<file path="src/rtl/ysyx_23060096_exu_issue.sv">
// Execute-issue stage: buffers operand-resolved micro-ops, drives the ALU from the head entry
// and registers the result toward the WBU. Optional same-cycle bypass: YSYX_23060096_EXU_BYPASS_EN.
module ysyx_23060096_exu_issue #(
   parameter int DEPTH = 2,
   parameter int XLEN  = 32
) (
   input  logic            clk,
   input  logic            rst,
   input  logic            in_valid,
   output logic            in_ready,
   input  logic            in_src1_sel,
   input  logic [1:0]      in_src2_sel,
   input  logic [XLEN-1:0] in_rs1_data,
   input  logic [XLEN-1:0] in_rs2_data,
   input  logic [XLEN-1:0] in_pc,
   input  logic [XLEN-1:0] in_imm,
   input  logic [3:0]      in_alu_op,
   input  logic [4:0]      in_rd,
   input  logic            in_wen,
   output logic [XLEN-1:0] alu_a,
   output logic [XLEN-1:0] alu_b,
   output logic [3:0]      alu_op,
   input  logic [XLEN-1:0] alu_out,
   output logic            out_valid,
   input  logic            out_ready,
   output logic [XLEN-1:0] out_result,
   output logic [4:0]      out_rd,
   output logic            out_wen
);

   localparam int PW = (DEPTH > 1) ? $clog2(DEPTH) : 1;
   localparam int CW = $clog2(DEPTH + 1);

   logic [XLEN-1:0] fifo_a   [DEPTH];
   logic [XLEN-1:0] fifo_b   [DEPTH];
   logic [3:0]      fifo_op  [DEPTH];
   logic [4:0]      fifo_rd  [DEPTH];
   logic            fifo_wen [DEPTH];

   logic [CW-1:0]   count;
   logic [PW-1:0]   rd_ptr;
   logic [PW-1:0]   wr_ptr;

   logic [XLEN-1:0] mux_a;
   logic [XLEN-1:0] mux_b;
   logic [4:0]      sel_rd;
   logic            sel_wen;
   logic            bypass;
   logic            can_capture;
   logic            push;
   logic            push_fifo;
   logic            pop;
   logic            capture;

   // Operands are resolved on the way in so the IDU may change its fields right after the handshake.
   assign mux_a = in_src1_sel ? in_pc : in_rs1_data;

   always_comb begin
      mux_b = '0;
      unique case (in_src2_sel)
         2'b00:   mux_b = in_rs2_data;
         2'b01:   mux_b = in_imm;
         2'b10:   mux_b = XLEN'(4);
         default: mux_b = '0;
      endcase
   end

`ifdef YSYX_23060096_EXU_BYPASS_EN
   assign bypass = (count == '0) && in_valid;
`else
   assign bypass = 1'b0;
`endif

   assign in_ready    = (count != CW'(DEPTH));
   assign can_capture = !out_valid || out_ready;
   assign push        = in_valid && in_ready;
   assign pop         = (count != '0) && can_capture;
   assign push_fifo   = push && !(bypass && can_capture);
   assign capture     = pop || (bypass && can_capture);

   always_comb begin
      alu_a   = '0;
      alu_b   = '0;
      alu_op  = '0;
      sel_rd  = '0;
      sel_wen = 1'b0;
      if (count != '0) begin
         alu_a   = fifo_a[rd_ptr];
         alu_b   = fifo_b[rd_ptr];
         alu_op  = fifo_op[rd_ptr];
         sel_rd  = fifo_rd[rd_ptr];
         sel_wen = fifo_wen[rd_ptr];
      end else if (bypass) begin
         alu_a   = mux_a;
         alu_b   = mux_b;
         alu_op  = in_alu_op;
         sel_rd  = in_rd;
         sel_wen = in_wen;
      end
   end

   // Storage needs no reset: entries are only read while count says they are live.
   always_ff @(posedge clk) begin
      if (push_fifo) begin
         fifo_a[wr_ptr]   <= mux_a;
         fifo_b[wr_ptr]   <= mux_b;
         fifo_op[wr_ptr]  <= in_alu_op;
         fifo_rd[wr_ptr]  <= in_rd;
         fifo_wen[wr_ptr] <= in_wen;
      end
   end

   always_ff @(posedge clk) begin
      if (rst) begin
         count      <= '0;
         rd_ptr     <= '0;
         wr_ptr     <= '0;
         out_valid  <= 1'b0;
         out_result <= '0;
         out_rd     <= '0;
         out_wen    <= 1'b0;
      end else begin
         if (push_fifo) wr_ptr <= wr_ptr + 1'b1;
         if (pop)       rd_ptr <= rd_ptr + 1'b1;
         case ({push_fifo, pop})
            2'b10:   count <= count + 1'b1;
            2'b01:   count <= count - 1'b1;
            default: count <= count;
         endcase
         // x0 is never written, so its write enable is squashed here rather than in the WBU.
         if (capture) begin
            out_valid  <= 1'b1;
            out_result <= alu_out;
            out_rd     <= sel_rd;
            out_wen    <= sel_wen && (sel_rd != 5'd0);
         end else if (out_valid && out_ready) begin
            out_valid  <= 1'b0;
         end
      end
   end

endmodule
</file>
<file path="config.mk">
export PLATFORM = sky130hd
export DESIGN_NAME = ysyx_23060096_exu_issue
export DESIGN_NICKNAME = d
export VERILOG_FILES = /design/src/rtl/ysyx_23060096_exu_issue.sv
export SDC_FILE = /design/constraint.sdc
export NUM_CORES = 1
export LEC_CHECK = 0
export ABC_AREA = 1
export BUFFER_PORTS_ARGS = -buffer_cell sky130_fd_sc_hd__buf_2
export CORE_UTILIZATION = 25
export CTS_CLUSTER_DIAMETER = 200
export DETAILED_ROUTE_END_ITERATION = 7
export GPL_ROUTABILITY_DRIVEN = 0
export PLACE_DENSITY_LB_ADDON = 0.15
export SYNTH_ARGS = -nofsm -noshare
export SYNTH_HDL_FRONTEND = slang
export SYNTH_SLANG_ARGS = --single-unit
</file>
<file path="constraint.sdc">
create_clock -name clk -period 6.15 [get_ports clk]
set_clock_uncertainty 0.05 [all_clocks]
set_input_delay 1.23 -clock clk [delete_from_list [all_inputs] [get_ports clk]]
set_output_delay 1.23 -clock clk [all_outputs]
set_load 0.01 [all_outputs]
</file>
==> results of run 1 <==
[state kept, by name (all words and copies together), names as in the netlist, named ones only]
signal      flops
fifo_a         64
fifo_b         64
out_result     32
fifo_rd        10
fifo_op         8
out_rd          5
count           2
fifo_wen        2
out_valid       1
out_wen         1
rd_ptr          1
wr_ptr          1
[routing by layer]
layer	track usage (%)	share of wire, %
met1	16.6	45
met2	21.5	46
met3	4.77	7.4
met4	3.35	0.84
met5	0	0
[cell type report]
cell class	instances	area (µm²)	area share [%]
Inverter	12	45.0	0.436
Timing Repair Buffer	289	1460	14.1
Antenna cell	3	7.51	0.0727
Tap cell	402	503	4.87
Clock buffer	18	429	4.15
Clock inverter	14	171	1.66
Sequential cell	192	5330	51.6
Multi-Input combinational cell	494	2390	23.1
[critical path: stages, from the launching register on]
cell and delay [ns]:
sky130_fd_sc_hd__dfxtp_1 0.37, sky130_fd_sc_hd__nor2_4 0.87, sky130_fd_sc_hd__buf_4 0.54, sky130_fd_sc_hd__a21oi_1 0.10
sky130_fd_sc_hd__buf_2 0.16
[synth_stat cells]
library cell | count | share of area (%)
sky130_fd_sc_hd__a21oi_1 | 110 | 6.9
sky130_fd_sc_hd__buf_1 | 5 | 0.24
sky130_fd_sc_hd__buf_2 | 17 | 1.1
sky130_fd_sc_hd__buf_4 | 3 | 0.28
sky130_fd_sc_hd__clkbuf_1 | 28 | 1.3
sky130_fd_sc_hd__dfxtp_1 | 44 | 11
sky130_fd_sc_hd__edfxtp_1 | 148 | 56
sky130_fd_sc_hd__ha_1 | 1 | 0.16
sky130_fd_sc_hd__inv_1 | 10 | 0.47
sky130_fd_sc_hd__inv_2 | 2 | 0.094
sky130_fd_sc_hd__mux2_1 | 2 | 0.28
sky130_fd_sc_hd__mux2_2 | 30 | 4.2
sky130_fd_sc_hd__nand2_1 | 258 | 12
sky130_fd_sc_hd__nand3_1 | 69 | 4.3
sky130_fd_sc_hd__nand4_1 | 2 | 0.16
sky130_fd_sc_hd__nor2_1 | 10 | 0.47
sky130_fd_sc_hd__nor2_4 | 2 | 0.28
sky130_fd_sc_hd__nor3_1 | 1 | 0.063
sky130_fd_sc_hd__nor3b_1 | 2 | 0.19
sky130_fd_sc_hd__o21a_1 | 1 | 0.094
sky130_fd_sc_hd__o21ai_0 | 2 | 0.13
sky130_fd_sc_hd__o21bai_1 | 1 | 0.094
sky130_fd_sc_hd__or2_2 | 3 | 0.24
[worst paths after layout]
path	endpoint	start	slack, ns	cells after the start
worst max register to register	out_result[11]$_SDFFE_PP0P_	count[0]$_SDFFE_PP0P_	3.05	6
worst min register to register	out_result[17]$_SDFFE_PP0P_	out_result[17]$_SDFFE_PP0P_	0.41	2
worst max-delay path	alu_b[7]	count[0]$_SDFFE_PP0P_	2.36	4
worst min-delay path	out_result[17]$_SDFFE_PP0P_	out_result[17]$_SDFFE_PP0P_	0.41	2
[kinds of logic after synthesis]
logic type / count (synthesis) / synth area share, %
flops: 192 / 66.8
buf+inv: 65 / 3.47
fa+ha+maj: 1 / 0.157
simple gates: 347 / 17.9
mux: 32 / 4.52
compound gates: 114 / 7.22
[stage by stage]
stage	cells	hold slack [ns]	power [µW]
global placement	1389	0.395	3210
CTS	1421	0.414	4330
finish	1424	0.410	4220
global route	1421	0.427	4520
floorplan	751	0.433	2630
detailed placement	1389	0.402	3200
[power breakdown]
group,leakage (µW),switching [µW],total (µW),internal (µW)
sequential,0.00176,76.1,1740,1670
clock,0.000286,550,1100,550
combinational,0.00233,938,1380,442
total,0.00437,1560,4220,2660
[cell usage in the layout, fill, tap and decap left out]
| master | n |
|---|---|
| sky130_fd_sc_hd__buf_2 | 284 |
| sky130_fd_sc_hd__nand2_1 | 258 |
| sky130_fd_sc_hd__edfxtp_1 | 148 |
| sky130_fd_sc_hd__a21oi_1 | 110 |
| sky130_fd_sc_hd__nand3_1 | 69 |
| sky130_fd_sc_hd__dfxtp_1 | 43 |
| sky130_fd_sc_hd__mux2_2 | 30 |
| sky130_fd_sc_hd__clkbuf_16 | 17 |
| sky130_fd_sc_hd__inv_1 | 9 |
| sky130_fd_sc_hd__nor2_1 | 8 |
| sky130_fd_sc_hd__clkinv_8 | 6 |
| sky130_fd_sc_hd__buf_4 | 5 |
| sky130_fd_sc_hd__nor2_4 | 4 |
| sky130_fd_sc_hd__diode_2 | 3 |
| sky130_fd_sc_hd__inv_2 | 3 |
| sky130_fd_sc_hd__or2_2 | 3 |
| sky130_fd_sc_hd__inv_6 | 3 |
| sky130_fd_sc_hd__o21ai_0 | 2 |
| sky130_fd_sc_hd__mux2_1 | 2 |
| sky130_fd_sc_hd__nor3b_1 | 2 |
| sky130_fd_sc_hd__nand4_1 | 2 |
| sky130_fd_sc_hd__clkinv_4 | 2 |
| sky130_fd_sc_hd__inv_8 | 2 |
| sky130_fd_sc_hd__o21bai_1 | 1 |
| sky130_fd_sc_hd__o21a_1 | 1 |
| sky130_fd_sc_hd__nor3_1 | 1 |
| sky130_fd_sc_hd__ha_1 | 1 |
| sky130_fd_sc_hd__dfxtp_4 | 1 |
| sky130_fd_sc_hd__clkbuf_1 | 1 |
| sky130_fd_sc_hd__clkinvlp_4 | 1 |
==> impl_summary.md, run 1 <==
Global route
The wire length of the first global-routing pass is 33100 µm. Across every metal layer, demand over resource in global routing totals 13.2%. Summed over all layers, the global routing overflow is 0.

The pin count of the biggest net entering global routing is between 70 and 80. The number of global-route vias before repair is around 5.8k. The initial antenna violation count is 3.

Power and ir drop
The power density of the placed cells is slightly above 400 nW/µm². Summed over all cells, the static leakage comes to around 0.0044 µW. The worst IR drop on VDD is 0.281 mV.

Die
The cell row count is between 60 and 70. The horizontal extent of the die is roughly 180 µm. The floorplan step defined a die boundary enclosing 32600 µm². In this run the vertical extent of the chip is between 150 and 200 µm. The area of the placeable core is around 31000 µm². The initial cell density of the core is between 20% and 30%.

The top-level I/O count is roughly 290.

CTS
The total of hold buffers inserted after clock tree synthesis is 0. The post-CTS clock slew at the launch and capture registers of the worst setup and hold paths is roughly 0.080 ns. TritonCTS built the clock tree. The clock drives about 190 sinks. The post-CTS setup repair buffer count is 0. The number of clock buffers added by TritonCTS is 17. The number of instances resized during post-cts repair is 0. The clock tree buffer depth is 2.

The master cell of the clock root buffer is sky130_fd_sc_hd__clkbuf_16. The clock reaches the later pin of the worst-skew pair after ~0.42 ns. The H-tree was split into 4 levels.

Final layout
After the last flow step, the layout net total stands at 1184. Once layout is complete, the utilization of the core stands at about 33%. After routing the design area is 10300 µm². The layout cell share with drive strength beyond 1 is 35.4%. The relative area change from synthesis to final layout is 29.6%.

The layout has around 3.3k filler cells.

STA
In this run the tightest slew margin relative to its limit is about a quarter. The total of endpoints with negative setup slack in the final report is 0. Setup slack on the critical path of the routed design comes to around 2.4 ns.

Setup repair after global routing left no endpoint under its margin. The clock period minus final worst setup slack is roughly 3.8 ns. The number of pins exceeding their max-slew limit in the final report is 0. The maximum clock rate is about 260 MHz. Dividing the final minimum period by the clock period gives 61.7%.

The transition time at the pin with the least slew margin is about 1.1 ns. The final hold violation count came to 0. The setup total negative slack is 0 ns.

Route
After the first detailed-routing iteration, the DRC count stood at around 240. The total detailed-routing wirelength is around 22000 µm. The DRC violations left is 0. The pre-antenna-repair detailed-routing pass consisted of 4 iterations.

The number of nets with antenna violations after routing is 0. The overall via count from detail_route is a little over 6k. The ratio of routed vias to standard cells is about 4.3.

Dividing the detail-routed wire length by the instance count gives around 15 µm.

Synthesis
The Yosys step of the flow raised 0 warnings. The share of the Yosys chip area taken by registers is approximately 67%. After synthesis the cells add up to 7980 µm². The number of nets handed over by synthesis was slightly above 900.

The synthesized area per cell is about 11 µm². After synthesis the netlist holds a flip-flop and latch count of 192. The cell count after synthesis is approximately 750. The count of unique library cells instantiated by Yosys is 23.

Setup path
The worst endpoint data arrival time is about 2.5 ns. The critical path launch point type is a flop. The worst endpoint required time is 4.87 ns. Along the worst path, the maximum fanout reaches 39.

The critical path is of the flop to output pin type. The worst setup path is captured at an output pin.

Worst hold path
The worst min-delay path class is flop to flop.

Status
The run finished with clean final reports.

Placement
The standard cell area after detailed placement is between 9000 and 10000 µm². The placed wire-length estimate is between 10000 and 15000 µm. OpenSTA, run right after detailed placement, puts the worst setup slack at about 2.7 ns. The number of I/O port buffers is roughly 280.

Job
The number of max-cap violations is 0.
Power figures use the tool's default switching activity.
==> run 2: changes to the inputs <==
==> constraint.sdc (replaced) <==
create_clock -name clk -period 3.7 [get_ports clk]
set_clock_uncertainty 0.05 [all_clocks]
set_input_delay 0.74 -clock clk [delete_from_list [all_inputs] [get_ports clk]]
set_output_delay 0.74 -clock clk [all_outputs]
set_load 0.01 [all_outputs]
==> run 2 against run 1 <==
Net effect:
- wire length up 1.7%
- clock power increased by 74%
- sequential share of layout area shrank 0.46 points
- via count grew 0.73%
- largest cell class unchanged
- first-iteration DRC count is 25% higher
- count of clock-buffer cells in the layout stayed put
- core utilization increased by 0.30 points
- power increased by 70%
- cell area increased by 0.91%
- highest routed layer unchanged
- sequential power increased by 71%
==> impl_summary.md, run 2 (synthesis results as in run 1) <==
Status
The flow ran to the end, and the final reports show no timing, DRC or antenna violations.

Route
The average wire length per cell after detail routing is 15.3 µm. The first TritonRoute pass finished after 7 iterations. The number of design-rule violations left by the first detailed-router iteration is around 300.

Across all layers, the routed design uses 6186 vias. After detailed routing, the met2 layer carries 10100 µm of wire. The met3 wirelength from detailed routing is around 1500 µm. In the routed layout, each cell is associated on average with a via count of 4.33. The routed design has between 20000 and 25000 µm of wire.

In the routed design, unresolved DRC markers number 0. The number of nets with antenna violations after routing is 0. The top layer reached by signal wires is met4. The detailed-routing wirelength on met1 is about 10000 µm.

Die
The die is between 150 and 200 µm wide. The initialized floorplan defines 65 standard-cell rows. The die covers ~33000 µm².

The region available for standard cell placement spans 31500 µm². The top-level I/O count is 285. The initial cell density of the core is between 20% and 30%. The height of the die is 181 µm.

Setup path
The endpoint identified for the worst register-to-register timing path is out_wen$_SDFFE_PP0P_. The number of cells on the worst reg-to-reg path is 7. Data on the critical path is required at its endpoint by a little under 3 ns.

The critical path launch point type is a flop. At the worst endpoint, the arrival time is 2.18 ns. The endpoint class of the critical path is an output pin. Of all nets on the critical path, the largest fanout is 41. The internal reg-to-reg setup slack is around 1.5 ns. The kind of critical path is flop to output pin.

CTS
At the later pin of the worst-skew pair, clock insertion delay measures approximately 0.42 ns. The total clock buffers created by CTS is 17. The post-CTS setup repair buffer count is 0. The clock drives roughly 190 sinks. The master cell of the clock root buffer is sky130_fd_sc_hd__clkbuf_16. The clock tree buffer depth is 2. In this run, post-CTS hold repair placed 0 buffers. The number of instances resized during post-cts repair is 0. The H-tree depth reported by CTS is 4. TritonCTS built the clock tree. After clock tree synthesis, the clock-pin slew on the worst setup and hold paths is approximately 0.080 ns.

Global route
The number of global-route vias before repair is 5889. The initial antenna violation count is 0. The global routing usage summed across all routing layers is a little over an eighth.

The overflow left after global routing is 0. The wire length of the first global-routing pass is around 34000 µm. Entering global routing, the biggest net connects 64 pins.

STA
The worst pin sits at a relative slew slack of around two fifths. For the pin with the worst max-slew slack, the measured transition is ~0.9 ns. The final hold violation count is 0. The setup total negative slack is 0 ns. Setup repair after global routing left no endpoint under its margin. On the final layout, the worst hold slack is around 0.41 ns. Timing would allow up to between 300 and 400 MHz.

For the finished layout, the period the worst path requires is between 2 and 3 ns. The final cycle utilization of the critical path is roughly 80%. The number of pins exceeding their max-slew limit in the final report is 0. Once routing completed, OpenROAD measured the worst setup slack at around 0.73 ns. Setup violations remaining at the end of the flow were counted as 0.

Power and ir drop
The power density of the placed cells is ~700 nW/µm². For this design the static power due to leakage is 0.00444 µW. The total power after layout is approximately 7000 µW.

Across the VDD grid, the largest voltage drop is about 0.32 mV.

Final layout
In the final layout, flip-flops and latches occupy 5330 µm². The multi-input combinational cells in the finished layout cover a total of about 2400 µm². The diode insertion count for antenna repair is 0.

The relative area change from synthesis to final layout is 30.7%. Once layout is complete, the utilization of the core stands at roughly 33%. Cells with a size suffix above 1 make up between 30% and 40% of the layout. The largest registers in the layout are fifo_a x64, fifo_b x64, out_result x32. The total of fill cells in the finished design is 3261. In the layout the commonest cells are 284 x sky130_fd_sc_hd__buf_2, 258 x sky130_fd_sc_hd__nand2_1, 148 x sky130_fd_sc_hd__edfxtp_1, 110 x sky130_fd_sc_hd__a21oi_1, 69 x sky130_fd_sc_hd__nand3_1.

The most frequent standard cell in the layout excluding fill and tap cells is sky130_fd_sc_hd__buf_2. The final layout contains roughly 1.2k nets.

Placement
The placed wire-length estimate is 14500 µm. The number of I/O port buffers is about 280. The placement-stage worst setup slack is roughly 1.1 ns.

Worst hold path
Along the worst hold path, the cell count comes to 2. The capture endpoint of the worst hold path is out_result[9]$_SDFFE_PP0P_. The critical hold path startpoint is out_result[9]$_SDFFE_PP0P_.

The path class of the tightest hold or removal check is flop to flop.

Job
The number of max-cap violations is 0.
-- run 2: cell count changes in the layout (fill, tap and decap cells not counted), sizes merged --
cell | before | now
clkinvlp | 1 | 0
clkinv | 8 | 5
diode | 3 | 0
bufinv | 0 | 1
buf | 289 | 296
inv | 17 | 20
-- run 2: per-stage QoR --
stage	std cells	cell area (µm²)
2_1_floorplan	751	7980
3_3_place_gp	1396	9800
3_5_place_dp	1396	9800
4_1_cts	1428	10400
5_1_grt	1428	10400
6_report	1428	10400
-- run 2: worst max path at each step --
stage,endpoint,slack (ns)
5_1_grt,alu_a[20],0.57
6_report,alu_b[30],0.73
4_1_cts,alu_b[30],0.63
3_5_place_dp,alu_b[30],1.10
3_3_place_gp,alu_a[26],1.10
2_1_floorplan,fifo_a[1][0]$_DFFE_PP_,0.43
-- run 2: layer usage --
layer	up-vias	GRT usage, %
met4	0	4.07
met1	2845	17.0
li1	3106	-
met5	-	0
met2	225	22.0
met3	10	4.18
-- run 2: cell type report --
cell class | instances | area share [%]
clock buffer | 18 | 4.32
clock inverter | 14 | 1.67
inverter | 12 | 0.432
multi-input combinational | 494 | 22.9
sequential | 192 | 51.1
tap | 402 | 4.82
timing repair buffer | 296 | 14.7
-- run 2: worst max-delay path, stage by stage, from the launching register on --
cell and delay, ns:
sky130_fd_sc_hd__dfxtp_4 0.51, sky130_fd_sc_hd__inv_2 0.45, sky130_fd_sc_hd__buf_4 0.28, sky130_fd_sc_hd__nand2_1 0.06
sky130_fd_sc_hd__a21oi_1 0.24, sky130_fd_sc_hd__buf_2 0.19
-- run 2: where the power goes --
part / internal, µW / total [µW] / leakage, µW / switching (µW)
clock network: 994 / 1910 / 0.000310 / 917
registers: 2770 / 2970 / 0.00176 / 203
logic: 776 / 2280 / 0.00237 / 1500
==> run 3: changes to the inputs <==
--- a/config.mk
+++ b/config.mk
@@ -5,7 +5,7 @@
 export SDC_FILE = /design/constraint.sdc
 export NUM_CORES = 1
 export LEC_CHECK = 0
-export ABC_AREA = 1
+export ABC_AREA = 0
 export BUFFER_PORTS_ARGS = -buffer_cell sky130_fd_sc_hd__buf_2
 export CORE_UTILIZATION = 25
 export CTS_CLUSTER_DIAMETER = 200
==> constraint.sdc (replaced) <==
create_clock -name clk -period 2.9 [get_ports clk]
set_clock_uncertainty 0.05 [all_clocks]
set_input_delay 0.58 -clock clk [delete_from_list [all_inputs] [get_ports clk]]
set_output_delay 0.58 -clock clk [all_outputs]
set_load 0.01 [all_outputs]
==> run 3 against run 2 <==
Net effect:
- register-to-register slack worse by 0.43 ns
- sequential power increased by 27%
- hold slack lost 0.11 ns
- largest power group unchanged
- highest routed layer is now met5
==> impl_summary.md, run 3 <==
Placement
Detailed placement ended at an HPWL of around 13000 µm. The number of I/O port buffers is ~280. The number of placed cells counting well taps is 1265.

Final layout
Leaving out fill and tap cells, the most frequent cell in the layout is sky130_fd_sc_hd__buf_2. The layout cell share with drive strength beyond 1 is 40.7%. In the layout the commonest cells are 284 x sky130_fd_sc_hd__buf_2, 148 x sky130_fd_sc_hd__edfxtp_1, 113 x sky130_fd_sc_hd__nor2_1, 104 x sky130_fd_sc_hd__mux2i_1, 66 x sky130_fd_sc_hd__nand2_1. The final cell count without fillers is ~1.3k. The largest registers in the layout are fifo_a x64, fifo_b x64, out_result x32. Measured on the finished design, the core utilization comes to 33.2%. From synthesis to final layout, the design area changed by 30.6%. After the last flow step, the layout net total stands at around 1.1k.

Synthesis
The fraction of synthesized cell area taken by the top area cell type is a little under three fifths. The synthesized netlist occupies a cell area of around 8000 µm². The cell count after synthesis is about 610. The count of unique library cells instantiated by Yosys is 26. Sorting the synthesized cells by how often they occur yields 148 x sky130_fd_sc_hd__edfxtp_1, 115 x sky130_fd_sc_hd__nor2_1, 104 x sky130_fd_sc_hd__mux2i_1, 66 x sky130_fd_sc_hd__nand2_1, 44 x sky130_fd_sc_hd__dfxtp_1. The net count of the mapped netlist is about 800. In the post-synthesis netlist, the cell with the most instances is sky130_fd_sc_hd__edfxtp_1. Summing the sequential cell areas from Yosys gives 66.6% of the chip area. Of all flip-flops after synthesis, the portion carrying an async set or reset was 0%. In the synthesized netlist the dominant register cell turns out to be sky130_fd_sc_hd__edfxtp_1. Synthesis inferred 192 register bits. The count of flip-flops with a built-in enable after synthesis is between 100 and 150. The synthesized area per cell is between 10 and 15 µm². By area the synthesized netlist is led by sky130_fd_sc_hd__edfxtp_1 56%, sky130_fd_sc_hd__mux2i_1 13%, sky130_fd_sc_hd__dfxtp_1 11%, sky130_fd_sc_hd__nor2_1 5.4%, sky130_fd_sc_hd__mux2_2 4.4%. The cell type contributing the most total cell area after synthesis is sky130_fd_sc_hd__edfxtp_1. The Yosys warning count is 0.

Route
After the first detailed-routing iteration, the DRC count stood at 180. The number of nets with antenna violations after routing is 0. The first-pass detailed-route iteration total is 5. For this run, design rule violations remaining after detail routing come to 0. The ratio of routed vias to standard cells is 4.20. The average wire length per cell after detail routing is between 10 and 15 µm.

For this block, the via count after detailed routing is approximately 5.4k. The total detailed-routing wirelength is roughly 19000 µm.

STA
The worst path uses 84.5% of the clock period. Setup violations remaining at the end of the flow were counted as 0. The final hold violation count is 0. The number of pins exceeding their max-slew limit in the final report is 0. The worst hold margin is a little under 0.3 ns.

The clock period could shrink to between 2 and 2.5 ns. The setup total negative slack is 0 ns. For this run, the top clock speed supported by timing is about 410 MHz. The transition time at the pin with the least slew margin is roughly 0.85 ns. The worst max-slew margin expressed relative to the limit is 43.5%.

Setup repair after global routing left no endpoint under its margin.

Setup path
The kind of critical path is flop to output pin. STA puts the critical path data arrival time at approximately 1.8 ns. For the worst setup path, the data required time is ~2.3 ns. The internal reg-to-reg setup slack is between 1 and 1.5 ns. The endpoint class of the critical path is an output pin.

Of all nets on the critical path, the largest fanout is 37. STA classifies the critical path startpoint as a flop. The start of the worst register-to-register path is count[0]$_SDFFE_PP0P_.

CTS
The post-CTS clock slew at the launch and capture registers of the worst setup and hold paths is 0.07 ns. The clock tree buffer depth is 2. The master cell of the clock root buffer is sky130_fd_sc_hd__clkbuf_16. TritonCTS created 17 clock buffers. The number of instances resized during post-cts repair is 0.

The tree built by TritonCTS fans out to ~190 sinks. TritonCTS built the clock tree. The clock reaches the later pin of the worst-skew pair after approximately 0.42 ns.

The H-tree depth reported by CTS is 4. The total of hold buffers inserted after clock tree synthesis is 0. The post-CTS setup repair buffer count is 0.

Power and ir drop
VDD sags by at most between 0.4 and 0.5 mV. In this run the static leakage power is around 0.0043 µW. Total power for the finished layout comes to roughly 9300 µW. Power spread over the standard cell area amounts to slightly below 900 nW/µm².

Die
The floorplan step defined a die boundary enclosing roughly 33000 µm². The height of the die is 181 µm. In this run the horizontal extent of the chip is ~180 µm. The area of the placeable core is about 31000 µm².

The initial cell density of the core is 25.4%. The initialized floorplan defines 65 standard-cell rows. During I/O placement, the number of pins put on the boundary was ~290.

Job
The number of max-cap violations is 0.

Worst hold path
In this run the most critical hold path is launched from in_rd[2]. The tightest min-delay check is of the input pin to flop type.

Global route
The number of global-route vias before repair is about 5.4k. Global routing used 12.0% of the available tracks. The wire length of the first global-routing pass is between 30000 and 40000 µm. The pin count of the biggest net entering global routing is 75.

The initial antenna violation count is 1. The overflow left after global routing is 0.

Status
The flow ran to the end, and the final reports show no timing, DRC or antenna violations.
==> run 3: critical path, stage by stage, from the launching register on <==
cell                      delay, ns
sky130_fd_sc_hd__dfxtp_4       0.58
sky130_fd_sc_hd__buf_12        0.32
sky130_fd_sc_hd__mux2i_1       0.26
sky130_fd_sc_hd__nor2_1        0.06
sky130_fd_sc_hd__buf_2         0.15
==> run 3: routing by layer <==
layer	up-vias	GRT usage (%)	part of all wire, %
met5	-	0	0.068
met3	12	4.60	8.5
met1	2545	14.9	44
met4	2	3.08	0.92
met2	191	19.4	46
li1	2699	-	-
==> run 3: path summary, 6_finish.rpt <==
path,to,cells past startpoint
max,alu_b[24],4
min,fifo_rd[0][2]$_DFFE_PP_,1
max reg2reg,count[1]$_SDFFE_PP0P_,5
min reg2reg,out_result[20]$_SDFFE_PP0P_,2
==> run 3: cell families (layout without fill, tap and decap cells) <==
| group | Yosys count | after routing | share of synthesized area (%) |
|---|---|---|---|
| compound gates | 46 | 46 | 3.13 |
| xor+xnor | 4 | 4 | 0.438 |
| fa+ha+maj | 1 | 1 | 0.156 |
| buf+inv | 41 | 328 | 3.02 |
| flops | 192 | 192 | 66.6 |
| mux | 137 | 137 | 17.7 |
| other cells | 0 | 1 | 0 |
| simple gates | 187 | 187 | 8.98 |
==> run 3: power breakdown <==
group | internal [µW] | switching [µW]
logic | 1280 | 1950
registers | 3530 | 225
clock network | 1150 | 1150
total | 5970 | 3330
==> run 3: area by class of cell <==
cell class	count	area [µm²]
fill	3247	21000
sequential	192	5330
multi-input combinational	375	2450
timing repair buffer	295	1580
tap	402	503
clock buffer	18	429
clock inverter	14	146
inverter	1	3.75
antenna	1	2.50
==> run 3: through the flow <==
step	cell area [µm²]	worst slack, ns
after floorplan	8000	0.569
after global placement	9860	0.845
after detailed placement	9860	0.849
after CTS	10400	0.377
after global routing	10400	0.335
final	10400	0.449
